<file path="src/rtl/axi4lite_cmd_master.sv">
// axi4lite_cmd_master
//   AXI4-Lite initiator. Single-beat commands from a valid/ready command port
//   become AXI4-Lite write or read transactions; the slave's response (and read
//   data) is returned on a valid/ready response port. One transaction is
//   outstanding at a time. A hung slave is abandoned after TIMEOUT_CYCLES.
// Ports
//   M_AXI_ACLK, M_AXI_ARESET     clock, asynchronous active-high reset
//   cmd_valid/cmd_ready          command handshake; cmd_we selects write/read
//   cmd_addr/cmd_wdata/cmd_wstrb command fields (data/strobes unused on reads)
//   rsp_valid/rsp_ready          response handshake
//   rsp_resp/rsp_rdata           BRESP/RRESP and RDATA (0 for writes/timeouts)
//   rsp_timeout                  slave did not complete in time
//   M_AXI_*                      AXI4-Lite master channels AW, W, B, AR, R
module axi4lite_cmd_master #(
   parameter int C_M_AXI_DATA_WIDTH = 32,
   parameter int C_M_AXI_ADDR_WIDTH = 6,
   parameter int TIMEOUT_CYCLES     = 256
) (
   input  logic                              M_AXI_ACLK,
   input  logic                              M_AXI_ARESET,
   input  logic                              cmd_valid,
   output logic                              cmd_ready,
   input  logic                              cmd_we,
   input  logic [C_M_AXI_ADDR_WIDTH-1:0]     cmd_addr,
   input  logic [C_M_AXI_DATA_WIDTH-1:0]     cmd_wdata,
   input  logic [C_M_AXI_DATA_WIDTH/8-1:0]   cmd_wstrb,
   output logic                              rsp_valid,
   input  logic                              rsp_ready,
   output logic [1:0]                        rsp_resp,
   output logic [C_M_AXI_DATA_WIDTH-1:0]     rsp_rdata,
   output logic                              rsp_timeout,
   output logic [C_M_AXI_ADDR_WIDTH-1:0]     M_AXI_AWADDR,
   output logic [2:0]                        M_AXI_AWPROT,
   output logic                              M_AXI_AWVALID,
   input  logic                              M_AXI_AWREADY,
   output logic [C_M_AXI_DATA_WIDTH-1:0]     M_AXI_WDATA,
   output logic [C_M_AXI_DATA_WIDTH/8-1:0]   M_AXI_WSTRB,
   output logic                              M_AXI_WVALID,
   input  logic                              M_AXI_WREADY,
   input  logic [1:0]                        M_AXI_BRESP,
   input  logic                              M_AXI_BVALID,
   output logic                              M_AXI_BREADY,
   output logic [C_M_AXI_ADDR_WIDTH-1:0]     M_AXI_ARADDR,
   output logic [2:0]                        M_AXI_ARPROT,
   output logic                              M_AXI_ARVALID,
   input  logic                              M_AXI_ARREADY,
   input  logic [C_M_AXI_DATA_WIDTH-1:0]     M_AXI_RDATA,
   input  logic [1:0]                        M_AXI_RRESP,
   input  logic                              M_AXI_RVALID,
   output logic                              M_AXI_RREADY
);

   localparam int TW = $clog2(TIMEOUT_CYCLES + 1);

   typedef enum logic [2:0] {IDLE, WR_ISSUE, WR_RESP, RD_ISSUE, RD_DATA, RSP} state_t;

   state_t                            state, state_nxt;
   logic [TW-1:0]                     tcnt, tcnt_nxt;
   logic                              active;
   logic                              cmd_ready_nxt;
   logic [C_M_AXI_ADDR_WIDTH-1:0]     awaddr_nxt, araddr_nxt;
   logic [C_M_AXI_DATA_WIDTH-1:0]     wdata_nxt, rsp_rdata_nxt;
   logic [C_M_AXI_DATA_WIDTH/8-1:0]   wstrb_nxt;
   logic                              awvalid_nxt, wvalid_nxt, bready_nxt, arvalid_nxt, rready_nxt;
   logic                              rsp_valid_nxt, rsp_timeout_nxt;
   logic [1:0]                        rsp_resp_nxt;

   assign M_AXI_AWPROT = 3'b000;
   assign M_AXI_ARPROT = 3'b000;

   assign active = (state == WR_ISSUE) || (state == WR_RESP) ||
                   (state == RD_ISSUE) || (state == RD_DATA);

   always_comb begin
      state_nxt       = state;
      tcnt_nxt        = tcnt;
      cmd_ready_nxt   = 1'b0;
      awaddr_nxt      = M_AXI_AWADDR;
      araddr_nxt      = M_AXI_ARADDR;
      wdata_nxt       = M_AXI_WDATA;
      wstrb_nxt       = M_AXI_WSTRB;
      awvalid_nxt     = M_AXI_AWVALID;
      wvalid_nxt      = M_AXI_WVALID;
      bready_nxt      = M_AXI_BREADY;
      arvalid_nxt     = M_AXI_ARVALID;
      rready_nxt      = M_AXI_RREADY;
      rsp_valid_nxt   = rsp_valid;
      rsp_resp_nxt    = rsp_resp;
      rsp_rdata_nxt   = rsp_rdata;
      rsp_timeout_nxt = rsp_timeout;

      if (active) tcnt_nxt = tcnt + 1'b1;

      case (state)
         IDLE: begin
            cmd_ready_nxt = 1'b1;
            if (cmd_valid && cmd_ready) begin
               cmd_ready_nxt = 1'b0;
               tcnt_nxt      = '0;
               awaddr_nxt    = cmd_addr;
               araddr_nxt    = cmd_addr;
               wdata_nxt     = cmd_wdata;
               wstrb_nxt     = cmd_wstrb;
               if (cmd_we) begin
                  state_nxt   = WR_ISSUE;
                  awvalid_nxt = 1'b1;
                  wvalid_nxt  = 1'b1;
               end else begin
                  state_nxt   = RD_ISSUE;
                  arvalid_nxt = 1'b1;
               end
            end
         end
         WR_ISSUE: begin
            // A channel whose valid is already low finished its handshake earlier.
            if (M_AXI_AWVALID && M_AXI_AWREADY) awvalid_nxt = 1'b0;
            if (M_AXI_WVALID && M_AXI_WREADY) wvalid_nxt = 1'b0;
            if ((!M_AXI_AWVALID || M_AXI_AWREADY) && (!M_AXI_WVALID || M_AXI_WREADY)) begin
               state_nxt  = WR_RESP;
               bready_nxt = 1'b1;
            end
         end
         WR_RESP: begin
            if (M_AXI_BVALID && M_AXI_BREADY) begin
               bready_nxt      = 1'b0;
               rsp_valid_nxt   = 1'b1;
               rsp_resp_nxt    = M_AXI_BRESP;
               rsp_rdata_nxt   = '0;
               rsp_timeout_nxt = 1'b0;
               state_nxt       = RSP;
            end
         end
         RD_ISSUE: begin
            if (M_AXI_ARVALID && M_AXI_ARREADY) begin
               arvalid_nxt = 1'b0;
               rready_nxt  = 1'b1;
               state_nxt   = RD_DATA;
            end
         end
         RD_DATA: begin
            if (M_AXI_RVALID && M_AXI_RREADY) begin
               rready_nxt      = 1'b0;
               rsp_valid_nxt   = 1'b1;
               rsp_resp_nxt    = M_AXI_RRESP;
               rsp_rdata_nxt   = M_AXI_RDATA;
               rsp_timeout_nxt = 1'b0;
               state_nxt       = RSP;
            end
         end
         RSP: begin
            if (rsp_ready) begin
               rsp_valid_nxt = 1'b0;
               cmd_ready_nxt = 1'b1;
               state_nxt     = IDLE;
            end
         end
         default: state_nxt = IDLE;
      endcase

      // Hung-slave escape: a response beat accepted on the final cycle still
      // wins; otherwise every AXI valid/ready is withdrawn unconditionally.
      if (active && (tcnt == TW'(TIMEOUT_CYCLES - 1)) && (state_nxt != RSP)) begin
         awvalid_nxt     = 1'b0;
         wvalid_nxt      = 1'b0;
         bready_nxt      = 1'b0;
         arvalid_nxt     = 1'b0;
         rready_nxt      = 1'b0;
         rsp_valid_nxt   = 1'b1;
         rsp_resp_nxt    = 2'b10;
         rsp_rdata_nxt   = '0;
         rsp_timeout_nxt = 1'b1;
         state_nxt       = RSP;
      end
   end

   always_ff @(posedge M_AXI_ACLK or posedge M_AXI_ARESET) begin
      if (M_AXI_ARESET) begin
         state         <= IDLE;
         tcnt          <= '0;
         cmd_ready     <= 1'b0;
         M_AXI_AWADDR  <= '0;
         M_AXI_ARADDR  <= '0;
         M_AXI_WDATA   <= '0;
         M_AXI_WSTRB   <= '0;
         M_AXI_AWVALID <= 1'b0;
         M_AXI_WVALID  <= 1'b0;
         M_AXI_BREADY  <= 1'b0;
         M_AXI_ARVALID <= 1'b0;
         M_AXI_RREADY  <= 1'b0;
         rsp_valid     <= 1'b0;
         rsp_resp      <= '0;
         rsp_rdata     <= '0;
         rsp_timeout   <= 1'b0;
      end else begin
         state         <= state_nxt;
         tcnt          <= tcnt_nxt;
         cmd_ready     <= cmd_ready_nxt;
         M_AXI_AWADDR  <= awaddr_nxt;
         M_AXI_ARADDR  <= araddr_nxt;
         M_AXI_WDATA   <= wdata_nxt;
         M_AXI_WSTRB   <= wstrb_nxt;
         M_AXI_AWVALID <= awvalid_nxt;
         M_AXI_WVALID  <= wvalid_nxt;
         M_AXI_BREADY  <= bready_nxt;
         M_AXI_ARVALID <= arvalid_nxt;
         M_AXI_RREADY  <= rready_nxt;
         rsp_valid     <= rsp_valid_nxt;
         rsp_resp      <= rsp_resp_nxt;
         rsp_rdata     <= rsp_rdata_nxt;
         rsp_timeout   <= rsp_timeout_nxt;
      end
   end

endmodule

</file>
<file path="config.mk">
export PLATFORM = sky130hd
export DESIGN_NAME = axi4lite_cmd_master
export DESIGN_NICKNAME = d
export VERILOG_FILES = /design/src/rtl/axi4lite_cmd_master.sv
export SDC_FILE = /design/constraint.sdc
export NUM_CORES = 1
export LEC_CHECK = 0
export ABC_AREA = 1
export CORE_MARGIN = 2
export CORE_UTILIZATION = 42
export DETAILED_ROUTE_END_ITERATION = 10
export GPL_TIMING_DRIVEN = 0
export HOLD_SLACK_MARGIN = 0.05
export PLACE_DENSITY = 0.82
export SLEW_MARGIN = 20
export SYNTH_ARGS = -nofsm -noshare
export SYNTH_HDL_FRONTEND = slang
export SYNTH_SLANG_ARGS = --single-unit
</file>
<file path="constraint.sdc">
create_clock -name M_AXI_ACLK -period 3.8 [get_ports M_AXI_ACLK]
set_clock_uncertainty 0.15 [all_clocks]
set_input_delay 0.76 -clock M_AXI_ACLK [delete_from_list [all_inputs] [get_ports M_AXI_ACLK]]
set_output_delay 0.76 -clock M_AXI_ACLK [all_outputs]
set_load 0.01 [all_outputs]
</file>
# == Word level (Yosys, flattened, before mapping) ==
# Index checks and enable logic that the tools add are counted.
# classes
add_sub_neg,1
eq_ne,17
n_mux,51
reduce_logical,31
# ops
cell,n
2-to-1 mux 32 bit,3
one-hot mux 32 bit (2 select lines),1
2-to-1 mux 9 bit,3
2-to-1 mux 1 bit,23
2-to-1 mux 3 bit,7
!= test 3 x 1 -> 1 bit (second input constant),6
one-hot mux 3 bit (6 select lines),1
AND reduction 4 bit,4
!= test 3 bit (second input constant),5
nonzero test 3 bit,5
one-hot mux 1 bit (2 select lines),7
adder 9 x 1 -> 9 bit (second input constant),1
== test 9 x 8 -> 1 bit (second input constant),1
logical AND 1 bit,9
AND reduction 3 bit,3
2-to-1 mux 2 bit,4
== test 3 x 2 -> 1 bit (second input constant),2
== test 3 bit (second input constant),2
logical OR 1 bit,5
one-hot mux 2 bit (2 select lines),1
nonzero test 4 bit,1
== test 3 x 1 -> 1 bit (second input constant),1
logical NOT 3 bit,1
one-hot mux 1 bit (3 select lines),1
2 further kinds,3
# totals
regBits,96
inputBits,88
out_inout_bits,96
word_cells,115

# == Depth between registers and ports, before layout ==
# logic_depth
ltp_word,9
depth_mapped,15
ltp_nobuf,13

# == Worst setup path after synthesis ==
# OpenSTA, ideal clock, no wires.
# synth_timing
kind,input-to-reg
from,in M_AXI_BVALID
to,reg rsp_rdata[0]
setup_time_ns,0.117
arrival_time_ns,1.700
t_required_ns,3.533
slack_ns,1.833
cell_stages,13
n_path_buf,1
path_cell_list,nand2_1 > inv_1 > nand3_1 > nand2_1 > nor2_1 > nand2_1 > nand2_1 > nand2_4 > o21ai_2 > inv_4 > buf_6 > nand2_1 > nand2_1
# synth_via
elab_chain_cells,7
elab_cells_between_ends,10
cone_classes,3 x eq/ne; 3 x mux; 4 x reduce/logical
# synth_rtl
item,line,text
"start, declared",41,"input logic M_AXI_BVALID,"
logical AND 1 bit (*),124,if (M_AXI_BVALID && M_AXI_BREADY) begin
2-to-1 mux 3 bit,124,
one-hot mux 3 bit (6 select lines),94,case (state)
!= test 3 bit,162,if (active && (tcnt == TW'(TIMEOUT_CYCLES - 1)) && (state_nxt != RSP)) begin
logical AND 1 bit,162,
!= test 3 x 1 -> 1 bit (no line) / nonzero test 3 bit (equally long branches),-,
AND reduction 3 bit (no line),-,
"end signal, assigned",209,rsp_rdata <= rsp_rdata_nxt;
"end, declared",30,"output logic [C_M_AXI_DATA_WIDTH-1:0] rsp_rdata,"
# Every way passes the cells marked *; elsewhere a longest branch is shown, timed or not.
# A chain may end at the register's enable or synchronous reset.

# == Final worst setup path ==
# layout_timing
from,in M_AXI_BVALID
to,reg rsp_rdata[13]
# The elaborated chain is that of the path after synthesis.

==> results.md <==
* Routability Congestion at 0.919
* Cell variety after synth at 35
* Critical path type: in2reg
* Register area share after synthesis at 57.7%
* Crit path to: rsp_rdata[13]$_DFFE_PP0P_
* Clk root buf: clkbuf_8
* FF-to-FF Start: tcnt[0]$_DFF_PP0_
* Critical path startpoint: M_AXI_BVALID
* TritonCTS Sinks at 96
* Nets@finish at around 770
* Pleak at 3.14 nW
* Number of synthesized flops with an enable pin at 0
* Final ANT Viol Nets at 0
* CTS H-Tree Depth at 3
* Flops & latches, synth at 96
* Area of the core at slightly below 10000 um2
* Peak VDD IR at 0.000374 V
* TritonCTS clock tree: yes
* Syn_area_per_cell at 8.58 um2
* # rows at 36
* Grt met2 use at 38.3%
* Die span in y at 104 um
* Critical Path AT at 2.44 ns
* Reg2reg path depth at 12
* Post-Synthesis Cells at 485
* Layout cells sized above 1 at under 10%
* Initial Util at 43.0%
* Die area at around 11000 um2
* Combinational share of power at between 40% and 50%
* GRT busiest layer: met2
* Outcome: complete, no violations
* Flop-to-flop setup slack at 1.76 ns
* Final worst-path cycle share at 60.6%
* Worst-Skew Late Latency at between 0.3 and 0.4 ns
* Fin. Hold Viols at 0
* Largest cells by area after synthesis: dfrtp_1, nand2_1, nand3_1
* Post-place setup slack at 1.15 ns
* Final Critical Period at roughly 2.3 ns
* Critical Path Sink Type: register
* Setup bufs post-CTS at 0
* Sw Share at between 30 and 40%
* Clk network pwr share at between 10 and 15%
* Ys async rst share at 100%
* CTS Buf Count at 9
* Chip Width at around 100 um
* Final setup TNS at 0 ns
* DRT iter0 DRCs at around 180
* Switch Pwr at 1.62 mW
* Post-synth top cells: nand2_1, dfrtp_1, nand3_1
* Routed length per instance at 13.7 um
* Vias at 3883
* Hold bufs inserted after CTS at 0
* Setup crit start kind: input pin
* Max-slew violations at 0
* Antenna Cells at 0
* Hold Slack at 0.327 ns
* Clk pin slew, worst setup/hold paths at 0.10 ns
* Final setup vio count at 0
* Cell area after synthesis at roughly 4200 um2
* Worst Path Required at 3.94 ns
* P&R area growth vs syn at 52.4%
* Post-route cell area at 6340 um2
* Internal cell power at 2.67 mW
* Sequential share of power at 37.2%
* RSZ-0062 raised after global routing: no
* GR Layer Usage met3 at 6.80%
* Met1 Resource Use GR at 24.3%
* Top-count cell post-synth: nand2_1
* Synth warn at 0
* Vias in the first global route at 3847
* Initial antenna violation count at 0
* Max-cap check violation count at 0
* PwrDens at 677 nW/um2
* Crit path max fanout at 10
* Post-synth top area share at 57.7%
* Port Buffers at 177
* Setup ws final at between 1 and 1.5 ns
* RR Endpoint: rsp_rdata[14]$_DFFE_PP0P_
* Final wirelength at 11.2 mm
* Final core area utilization at between 60% and 70%
* Total gr overflow at 0
* Largest area contributor in the netlist: dfrtp_1
* # resized after CTS at 0
* Area post-placement at 6150 um2
* Fmax at 0.434 GHz
* Largest net degree at the start of global routing at 54
* Max clock buf depth at 2
* Post-route DRC at 0
* Ys flop type: dfrtp_1
* Min-delay worst type: reg2reg
* DP HPWL at 8.55 mm
* GRT Util Overall at 21.2%
* First-pass GRT wire length at 18.4 mm
* Vias/cell at 4.75
* IO Pins at 184
* Detailed Routing Iterations Pass 1 at 4
## flip-flops by register name, summed over array words and instances, names as in the netlist, 2 cells and up
name          count
M_AXI_ARADDR      6
M_AXI_WDATA      32
M_AXI_WSTRB       4
rsp_rdata        32
rsp_resp          2
state             3
tcnt              9
## through the flow
stage	total power [mW]	std cells
after global routing	4.61	817
final	4.30	817
after global placement	3.61	800
after detailed placement	3.69	801
after floorplan	2.67	490
after CTS	4.34	817
## placed cells by master (no fill, tap or decap), types with 6 or more instances in the layout
| cell | n |
|---|---|
| nand2_1 | 223 |
| clkbuf_8 | 11 |
| conb_1 | 6 |
| nor2_1 | 18 |
| dfrtp_1 | 96 |
| o21ai_0 | 9 |
| nand3_1 | 42 |
| clkdlybuf4s50_1 | 177 |
| a21oi_1 | 9 |
| clkbuf_1 | 12 |
| buf_4 | 12 |
| inv_1 | 17 |
## kinds of logic (layout without fill, tap and decap cells)
group	count (synthesis)	after routing	share of synthesized area, %
simple gates	303	303	30.8
flops	96	96	57.7
buf+inv	57	251	6.95
compound gates	22	22	2.89
fa+ha+maj	2	2	0.601
xor+xnor	2	2	0.421
mux	2	2	0.481
other cells	1	6	0.0901
## power by group through the flow
stage          logic, mW  registers [mW]  clock network, mW
6_report            2.07            1.60              0.632
3_3_place_gp        2.02            1.60                  0
2_1_floorplan      0.943            1.73                  0
3_5_place_dp        2.08            1.61                  0
4_1_cts             2.09            1.60              0.655
5_1_grt             2.27            1.65              0.697
## layer usage
layer | share of wire (%) | wire [um] | vias up
met1 | 40 | 4470 | 1828
met5 | 0 | 0 | -
met2 | 50 | 5600 | 157
met3 | 9.0 | 1010 | 8
li1 | - | - | 1890
met4 | 0.85 | 95 | 0
## critical path, cell delays in order
cell	delay (ns)
clkdlybuf4s50_1	0.46
nand2_1	0.05
inv_1	0.07
nand3_1	0.15
nand2_1	0.27
clkbuf_1	0.38
nand3_1	0.18
nand2_1	0.12
## worst min-delay path by stage
stage / start / endpoint / slack [ns] / depth (start not counted)
finish: rsp_rdata[25]$_DFFE_PP0P_ / rsp_rdata[25]$_DFFE_PP0P_ / 0.33 / 2
global placement: rsp_rdata[7]$_DFFE_PP0P_ / rsp_rdata[7]$_DFFE_PP0P_ / 0.30 / 2
floorplan: tcnt[0]$_DFF_PP0_ / tcnt[0]$_DFF_PP0_ / 0.34 / 1
detailed placement: rsp_rdata[6]$_DFFE_PP0P_ / rsp_rdata[6]$_DFFE_PP0P_ / 0.31 / 2
CTS: rsp_rdata[22]$_DFFE_PP0P_ / rsp_rdata[22]$_DFFE_PP0P_ / 0.33 / 2
global route: rsp_rdata[20]$_DFFE_PP0P_ / rsp_rdata[20]$_DFFE_PP0P_ / 0.35 / 2
## final cells by class
type / instances / area, um2
multi-input cells: 337 / 1490
inverters: 25 / 104
plain buffers: 32 / 190
fillers: 776 / 3340
clock buffers: 11 / 151
clock inverters: 5 / 40.0
repair buffers: 178 / 1800
flip-flops and latches: 96 / 2400
well taps: 133 / 166
Power figures use the tool's default switching activity.
